$ cat src/rtl/wdog_if.sv
// Host register-write bus feeding the watchdog.
interface wdog_if;
    logic [15:0] reg_waddr;
    logic [31:0] reg_wdata;
    logic        reg_wen;

    modport master (output reg_waddr, output reg_wdata, output reg_wen);
    modport slave  (input  reg_waddr, input  reg_wdata, input  reg_wen);
endinterface

$ cat src/rtl/wdog_timer.sv
// Host-communication watchdog: programmable period in prescaled ticks, sticky timeout,
// cleared by a power-enable command or a period rewrite.
module wdog_timer #(
    parameter int unsigned PRESCALE_BITS = 8,
    parameter int unsigned LED_SHIFT     = 6,
    parameter logic [3:0]  ADDR_MAIN     = 4'h0,
    parameter logic [3:0]  REG_WDOG      = 4'hB
) (
    input  logic        sysclk,
    input  logic        reset_n,
    wdog_if.slave       bus,
    input  logic        wdog_refresh,
    input  logic        pwr_enable_cmd,
    output logic [15:0] wdog_period,
    output logic        wdog_timeout,
    output logic        wdog_led,
    output logic [1:0]  wdog_state
);

    localparam int unsigned CNT_W = 16;

    typedef enum logic [1:0] {
        ST_DISABLED = 2'b00,
        ST_RUNNING  = 2'b01,
        ST_EXPIRED  = 2'b10
    } state_t;

    state_t                   state;
    logic [PRESCALE_BITS-1:0] presc;
    logic [CNT_W-1:0]         cnt;

    logic             period_wr_c;
    logic             tick_c;
    logic [CNT_W-1:0] cnt_inc_c;
    logic             unused_bits;

    assign period_wr_c = bus.reg_wen
                      && (bus.reg_waddr[15:12] == ADDR_MAIN)
                      && (bus.reg_waddr[7:4]   == 4'h0)
                      && (bus.reg_waddr[3:0]   == REG_WDOG);
    assign tick_c      = (presc == {PRESCALE_BITS{1'b1}});
    assign cnt_inc_c   = cnt + CNT_W'(1);
    assign unused_bits = ^{bus.reg_wdata[31:16], bus.reg_waddr[11:8]};

    assign wdog_state  = state;

    // Event priority: reset, period write, power-enable, refresh, expiry tick.
    always_ff @(posedge sysclk) begin
        if (!reset_n) begin
            state        <= ST_DISABLED;
            presc        <= '0;
            cnt          <= '0;
            wdog_period  <= '0;
            wdog_timeout <= 1'b0;
            wdog_led     <= 1'b0;
        end else if (period_wr_c) begin
            wdog_period  <= bus.reg_wdata[15:0];
            presc        <= '0;
            cnt          <= '0;
            wdog_timeout <= 1'b0;
            wdog_led     <= 1'b0;
            state        <= (bus.reg_wdata[15:0] == 16'h0) ? ST_DISABLED : ST_RUNNING;
        end else begin
            unique case (state)
                ST_DISABLED: begin
                    wdog_led <= 1'b0;
                end
                ST_RUNNING: begin
                    if (pwr_enable_cmd || wdog_refresh) begin
                        presc    <= '0;
                        cnt      <= '0;
                        wdog_led <= 1'b0;
                    end else if (tick_c) begin
                        presc <= '0;
                        cnt   <= cnt_inc_c;
                        if (cnt_inc_c == wdog_period) begin
                            state        <= ST_EXPIRED;
                            wdog_timeout <= 1'b1;
                            wdog_led     <= 1'b1;
                        end else begin
                            wdog_led <= cnt_inc_c[LED_SHIFT];
                        end
                    end else begin
                        presc <= presc + PRESCALE_BITS'(1);
                    end
                end
                ST_EXPIRED: begin
                    // Refresh alone is ignored here; only power-enable re-arms.
                    if (pwr_enable_cmd) begin
                        wdog_timeout <= 1'b0;
                        presc        <= '0;
                        cnt          <= '0;
                        wdog_led     <= 1'b0;
                        state        <= (wdog_period != 16'h0) ? ST_RUNNING : ST_DISABLED;
                    end else begin
                        wdog_timeout <= 1'b1;
                        wdog_led     <= 1'b1;
                    end
                end
                default: begin
                    state <= ST_DISABLED;
                end
            endcase
        end
    end

endmodule

$ cat src/flat_wrapper.sv
// flat-port wrapper written by rule: the top's interface ports become plain ports
module wdog_timer_flat 
#(
    parameter int unsigned PRESCALE_BITS = 8,
    parameter int unsigned LED_SHIFT     = 6,
    parameter logic [3:0]  ADDR_MAIN     = 4'h0,
    parameter logic [3:0]  REG_WDOG      = 4'hB
)
  (sysclk, reset_n, wdog_refresh, pwr_enable_cmd, wdog_period, wdog_timeout, wdog_led, wdog_state, bus_reg_waddr, bus_reg_wdata, bus_reg_wen);
  wdog_if bus_i ();
  input  logic sysclk;
  input  logic reset_n;
  input  logic wdog_refresh;
  input  logic pwr_enable_cmd;
  output logic [15:0] wdog_period;
  output logic wdog_timeout;
  output logic wdog_led;
  output logic [1:0] wdog_state;
  input wire logic [$bits(bus_i.reg_waddr)-1:0] bus_reg_waddr;
  input wire logic [$bits(bus_i.reg_wdata)-1:0] bus_reg_wdata;
  input wire logic [$bits(bus_i.reg_wen)-1:0] bus_reg_wen;
  assign bus_i.reg_waddr = bus_reg_waddr;
  assign bus_i.reg_wdata = bus_reg_wdata;
  assign bus_i.reg_wen = bus_reg_wen;
  wdog_timer #(.PRESCALE_BITS(PRESCALE_BITS), .LED_SHIFT(LED_SHIFT), .ADDR_MAIN(ADDR_MAIN), .REG_WDOG(REG_WDOG)) u_core (.sysclk(sysclk), .reset_n(reset_n), .bus(bus_i), .wdog_refresh(wdog_refresh), .pwr_enable_cmd(pwr_enable_cmd), .wdog_period(wdog_period), .wdog_timeout(wdog_timeout), .wdog_led(wdog_led), .wdog_state(wdog_state));
endmodule
$ cat config.mk
export PLATFORM = sky130hd
export DESIGN_NAME = wdog_timer_flat
export DESIGN_NICKNAME = d
export VERILOG_FILES = /design/src/rtl/wdog_if.sv /design/src/rtl/wdog_timer.sv /design/src/flat_wrapper.sv
export SDC_FILE = /design/constraint.sdc
export NUM_CORES = 1
export LEC_CHECK = 0
export BUFFER_PORTS_ARGS = -buffer_cell sky130_fd_sc_hd__buf_2
export CAP_MARGIN = 20
export CORE_MARGIN = 2
export CORE_UTILIZATION = 45
export CTS_BUF_LIST = sky130_fd_sc_hd__clkbuf_8
export CTS_CLUSTER_SIZE = 14
export DETAILED_ROUTE_END_ITERATION = 16
export GPL_TIMING_DRIVEN = 0
export PLACE_DENSITY_LB_ADDON = 0.1
export SLEW_MARGIN = 20
export SYNTH_ARGS = -nofsm -noshare
export SYNTH_HDL_FRONTEND = slang
export SYNTH_SLANG_ARGS = --single-unit
$ cat constraint.sdc
create_clock -name sysclk -period 4.4 [get_ports sysclk]
set_input_delay 1.32 -clock sysclk [delete_from_list [all_inputs] [get_ports sysclk]]
set_output_delay 1.32 -clock sysclk [all_outputs]
set_load 0.02 [all_outputs]
Word level (Yosys, flattened, before mapping)
Index checks and enable logic that the tools add are counted.
{ "word_totals": {"elab_cells": 66, "regBits": 44, "out_inout_bits": 20, "in_bits": 53} }
{ "classes": {"n_reduce_logical": 17, "add_sub_neg": 2, "n_mux": 25, "n_eq_ne": 15, "n_bitwise": 1} }
{ "ops": {"columns": ["op", "n"], "rows": [
  ["2-to-1 mux 16 bit", 3],
  ["one-hot mux 16 bit (2 select lines)", 1],
  ["2-to-1 mux 8 bit", 3],
  ["adder 16 x 1 -> 16 bit (second input constant)", 1],
  ["== test 16 bit", 1],
  ["logical NOT 16 bit", 1],
  ["one-hot mux 8 bit (2 select lines)", 1],
  ["nonzero test 16 bit", 1],
  ["2-to-1 mux 2 bit", 5],
  ["2-to-1 mux 1 bit", 9],
  ["inequality test 3 x 1 -> 1 bit (second input constant)", 3],
  ["adder 8 x 1 -> 8 bit (second input constant)", 1],
  ["== test 8 bit (second input constant)", 1],
  ["logical NOT 4 bit", 2],
  ["inequality test 2 x 1 -> 1 bit (second input constant)", 3],
  ["inequality test 3 x 2 -> 1 bit (second input constant)", 2],
  ["one-hot mux 2 bit (3 select lines)", 1],
  ["AND reduction 5 bit", 1],
  ["== test 4 bit (second input constant)", 1],
  ["inequality test 2 bit (second input constant)", 2],
  ["AND reduction 2 bit", 2],
  ["AND reduction 4 bit", 1],
  ["logical AND 1 bit", 3],
  ["one-hot mux 1 bit (3 select lines)", 1],
  ["other kinds (10)", 10]
]} }

Longest topological paths before layout
{ "depth": {"depth_word": 7, "mapped_depth": 10, "depth_no_buf": 8} }

Least setup slack after synthesis
OpenSTA, ideal clock, no wires.
{ "synth_path": {"path_type": "in2reg", "from": "input port bus_reg_waddr[4]", "to": "register u_core.cnt[0]", "setup_slack_ps": 1413, "required_time_ps": 4272, "setup_time_ps": 128, "arrival_time_ps": 2860, "path_buffers": 1, "stages": 6, "path_cell_list": "or4b_2 -> nor3_1 -> nand4b_1 -> nand2_1 -> clkbuf_1 -> nor2_1"} }
{ "synth_between": {"elab_chain_cells": 4} }
{ "synth_lines": {"columns": ["element", "line_no", "source"], "rows": [
  ["start, declared", "flat_wrapper.sv:19", "input wire logic [$bits(bus_i.reg_waddr)-1:0] bus_reg_waddr;"],
  ["logical NOT 4 bit", "wdog_timer.sv:39", "&& (bus.reg_waddr[7:4] == 4'h0)"],
  ["logical AND 1 bit", "wdog_timer.sv:39", null],
  ["logical AND 1 bit", "wdog_timer.sv:40", "&& (bus.reg_waddr[3:0] == REG_WDOG);"],
  ["OR reduction 2 bit (no source line)", null, null],
  ["end signal, assigned", "wdog_timer.sv:75", "cnt <= cnt_inc_c;"],
  ["end, declared", "wdog_timer.sv:30", "logic [CNT_W-1:0] cnt;"]
]} }
Every way passes these cells.
A chain may end at the register's enable or synchronous reset.

Final worst setup path
{ "layout_path": {"from": "input port bus_reg_waddr[4]", "to": "register u_core.cnt[15]"} }
The elaborated chain is that of the path after synthesis.

==> impl_results.md <==
- Die area: approximately 6800 um^2
- Die Height: 82.8 um
- Syn-to-layout area delta: 16.5%
- Crit path time final: about 3.2 ns
- PortBufs: 52
- Pre-CTS WS: 0.917 ns
- Worst EP arrival: ~3.3 ns
- Avg Inst Size Synth: roughly 8.5 um^2
- Netlist cell types: 64
- Most common cell after layout, fill and taps aside: buf_2
- Worst-Skew Late Latency: 0.30 ns
- Sequential power share: 54.0%
- Worst path slowest cell: or4b_2
- Comb power frac: 4.1%
- Hold crit path type: reg2reg
- Synth Warn #: 0
- DRC errors left: 0
- Num CTS Buffers: 5
- First-pass GRT wire length: 11400 um
- Tcrit/Tclk final: 71.9%
- Internal power: approximately 580 uW
- Worst Tran Pin Value: slightly above 0.8 ns
- Post-CTS Setup Inserts: 0
- Post-CTS Resized: 0
- FILL cells: between 500 and 600
- Antenna violations before repair: 0
- GRT overflow: 0
- # diodes: 0
- Synthesized Nets: 389
- Clock-pin slew on the worst setup and hold paths: 0.08 ns
- Final Max Slew Viols: 0
- Pre-Repair DR Iteration Count: 4
- CTS Buffer Depth: 2
- Mapped cell area: 2790 um^2
- Outcome: finished, final reports clean
- Clk sinks: 44
- RSZ-0062 raised after global routing: no
- IO Pins: 73
- Mapped Cells: 330
- Commonest non-fill, non-tap cells in the layout: buf_2, dfxtp_1, nor2_1
- CTS H-Tree Depth: 2
- TNS Setup: 0 ns
- Post-DR wirelength/cell: 14.7 um
- Drt via density: roughly 5.7
- Core ar.: 5960 um^2
- Post-synth EDFFs: 0
- RR Startpoint: u_core.wdog_state[1]$_SDFFE_PN0P_
- Switch share: between 20% and 30%
- Seq/Total Area, Yosys: 31.6%
- Fin area: between 3000 and 4000 um^2
- Root Buffer: clkbuf_8
- Initial Util: 46.9%
- DRT antenna net count: 0
- Final hold vios: 0
- Pwr/cell area: 226 nW/um^2
- Vias in the first global route: 2369
- Cell Chain, Critical Path: buf_2 > or4b_2 > nor3_1 > nand4b_1 > nand2_1 > clkbuf_1 > a21oi_1
- Final Setup Violations: 0
- 1st-iter DRT viols: between 150 and 200
- Crit Path Class: in2reg
- Max transition margin: 44.5%
- Die X: 82.8 um
- Worst path required time: between 4 and 5 ns
- Area occupied by multi-input gates: 1790 um^2
- Worst Skew: around 0.004 ns
- Startpoint types: input port
- Clk pwr share: roughly two fifths
- Largest net degree at the start of global routing: 14
- Worst reg2reg endpoint: u_core.cnt[13]$_SDFFE_PP0P_
- Final net count: between 400 and 500
- Crit path max fanout: 10
- CTS tree: done
- Tot GR Track Use: 21.7%
- Reg area: 881 um^2
- Max capacitance violation total: 0
- Top_reg_cell synth: dfxtp_1
- GP Congestion: between 0.8 and 0.9
- Setup slack, reg-to-reg: about 1.4 ns
- Switch Pwr: roughly 160 uW
- Crit path to: u_core.cnt[15]$_SDFFE_PP0P_
- Setup slack after layout: between 1 and 1.5 ns
- CP Launch Point: bus_reg_waddr[4]
- #FFs+latches synth: between 40 and 50
- Via Count: 2661
- Final wirelength: 6840 um
- # hold bufs at CTS: 0
- Worst Reg-to-Reg Cells: 10
- Layout cell share with drive strength beyond 1: 21.8%
- Row count: 28
- Post-DP Area: 3150 um^2
- Critical Path End Type: register
- DP HPWL: 5300 um
- FMAX: about 320 MHz
- Critical Path Max Stage Delay: 0.66 ns
- Asr flop ratio synth: 0%
- P_leak: between 0.001 and 0.0015 uW
- Max rail drop VDD: 0.180 mV
- Hold Startpoint: u_core.wdog_led$_SDFFE_PP0P_
area by class of cell:
type	instances	area share [%]
multi-input combinational	262	54.9
sequential	44	27.1
timing repair buffer	52	8.00
buffer	18	3.12
tap	75	2.88
clock buffer	5	2.12
clock inverter	3	1.19
inverter	6	0.692
how the worst min path moves through the flow:
stage	endpoint	slack, ns	depth (start not counted)
floorplan	u_core.cnt[15]$_SDFFE_PP0P_	0.45	2
CTS	u_core.wdog_led$_SDFFE_PP0P_	0.47	2
global route	u_core.cnt[15]$_SDFFE_PP0P_	0.51	2
global placement	u_core.wdog_led$_SDFFE_PP0P_	0.45	2
finish	u_core.wdog_led$_SDFFE_PP0P_	0.47	2
detailed placement	u_core.wdog_led$_SDFFE_PP0P_	0.46	2
logic make-up after synthesis:
kind of cell | Yosys count | share of synthesized area (%)
compound gates | 71 | 16.6
xor+xnor | 20 | 6.81
fa+ha+maj | 6 | 2.69
buf+inv | 24 | 4.44
flops | 44 | 31.6
mux | 20 | 7.35
simple gates | 145 | 30.5
power by group through the flow:
stage	Clock [uW]	Combinational, uW	Sequential (uW)
final	309	30.4	398
after global routing	330	34.2	398
after CTS	314	30.7	398
after detailed placement	0	30.6	407
after global placement	0	30.5	407
after floorplan	0	10.3	407
critical path: cells and delay by family:
kind | cells | cell delay, ns
AND/OR/NAND/NOR | 4 | 1.33
buffers and inverters | 2 | 0.59
AO/OA/AOI/OAI | 1 | 0.08
layer usage:
metal	vias to the layer above	global-route usage, %	wire length, um
met2	71	34.0	3080
li1	1328	-	-
met1	1254	30.7	3400
met5	-	0	0
met4	0	5.90	72
met3	8	3.70	293
per-stage QoR:
stage	power, uW	cells	hold WS [ns]	utilization (%)
global route	762	465	0.513	54.6
floorplan	417	330	0.452	-
global placement	438	457	0.451	52.8
finish	737	465	0.467	54.6
CTS	743	465	0.471	54.6
detailed placement	438	457	0.460	52.8
Yosys cell counts, drive strengths merged (2+ instances only):
master	count	share of area (%)
xnor2	8	2.5
a21oi	27	4.8
and4	2	0.67
nand2	16	2.2
nand3	16	3.3
dfxtp	44	32
xor2	11	3.5
a311oi	3	0.94
nor3	7	1.4
mux2i	19	6.8
a32oi	2	0.63
and3	7	1.6
nor4	15	3.9
nand4	9	2.6
clkbuf	11	1.6
or3	5	1.3
nor3b	3	0.81
nand2b	4	0.90
inv	6	0.81
o211a	2	0.72
ha	6	2.7
nor2b	17	3.8
o211ai	3	1.2
o21ai	21	3.8
buf	6	1.7
nor2	29	3.9
or2	2	0.45
nand3b	6	1.6
flip-flops by register name, indices dropped and copies added, names as in the netlist:
name and flops:
u_core.cnt 16, u_core.wdog_period 16, u_core.presc 8, u_core.wdog_state 2, u_core.wdog_led 1, u_core.wdog_timeout 1
Power figures use the tool's default switching activity.
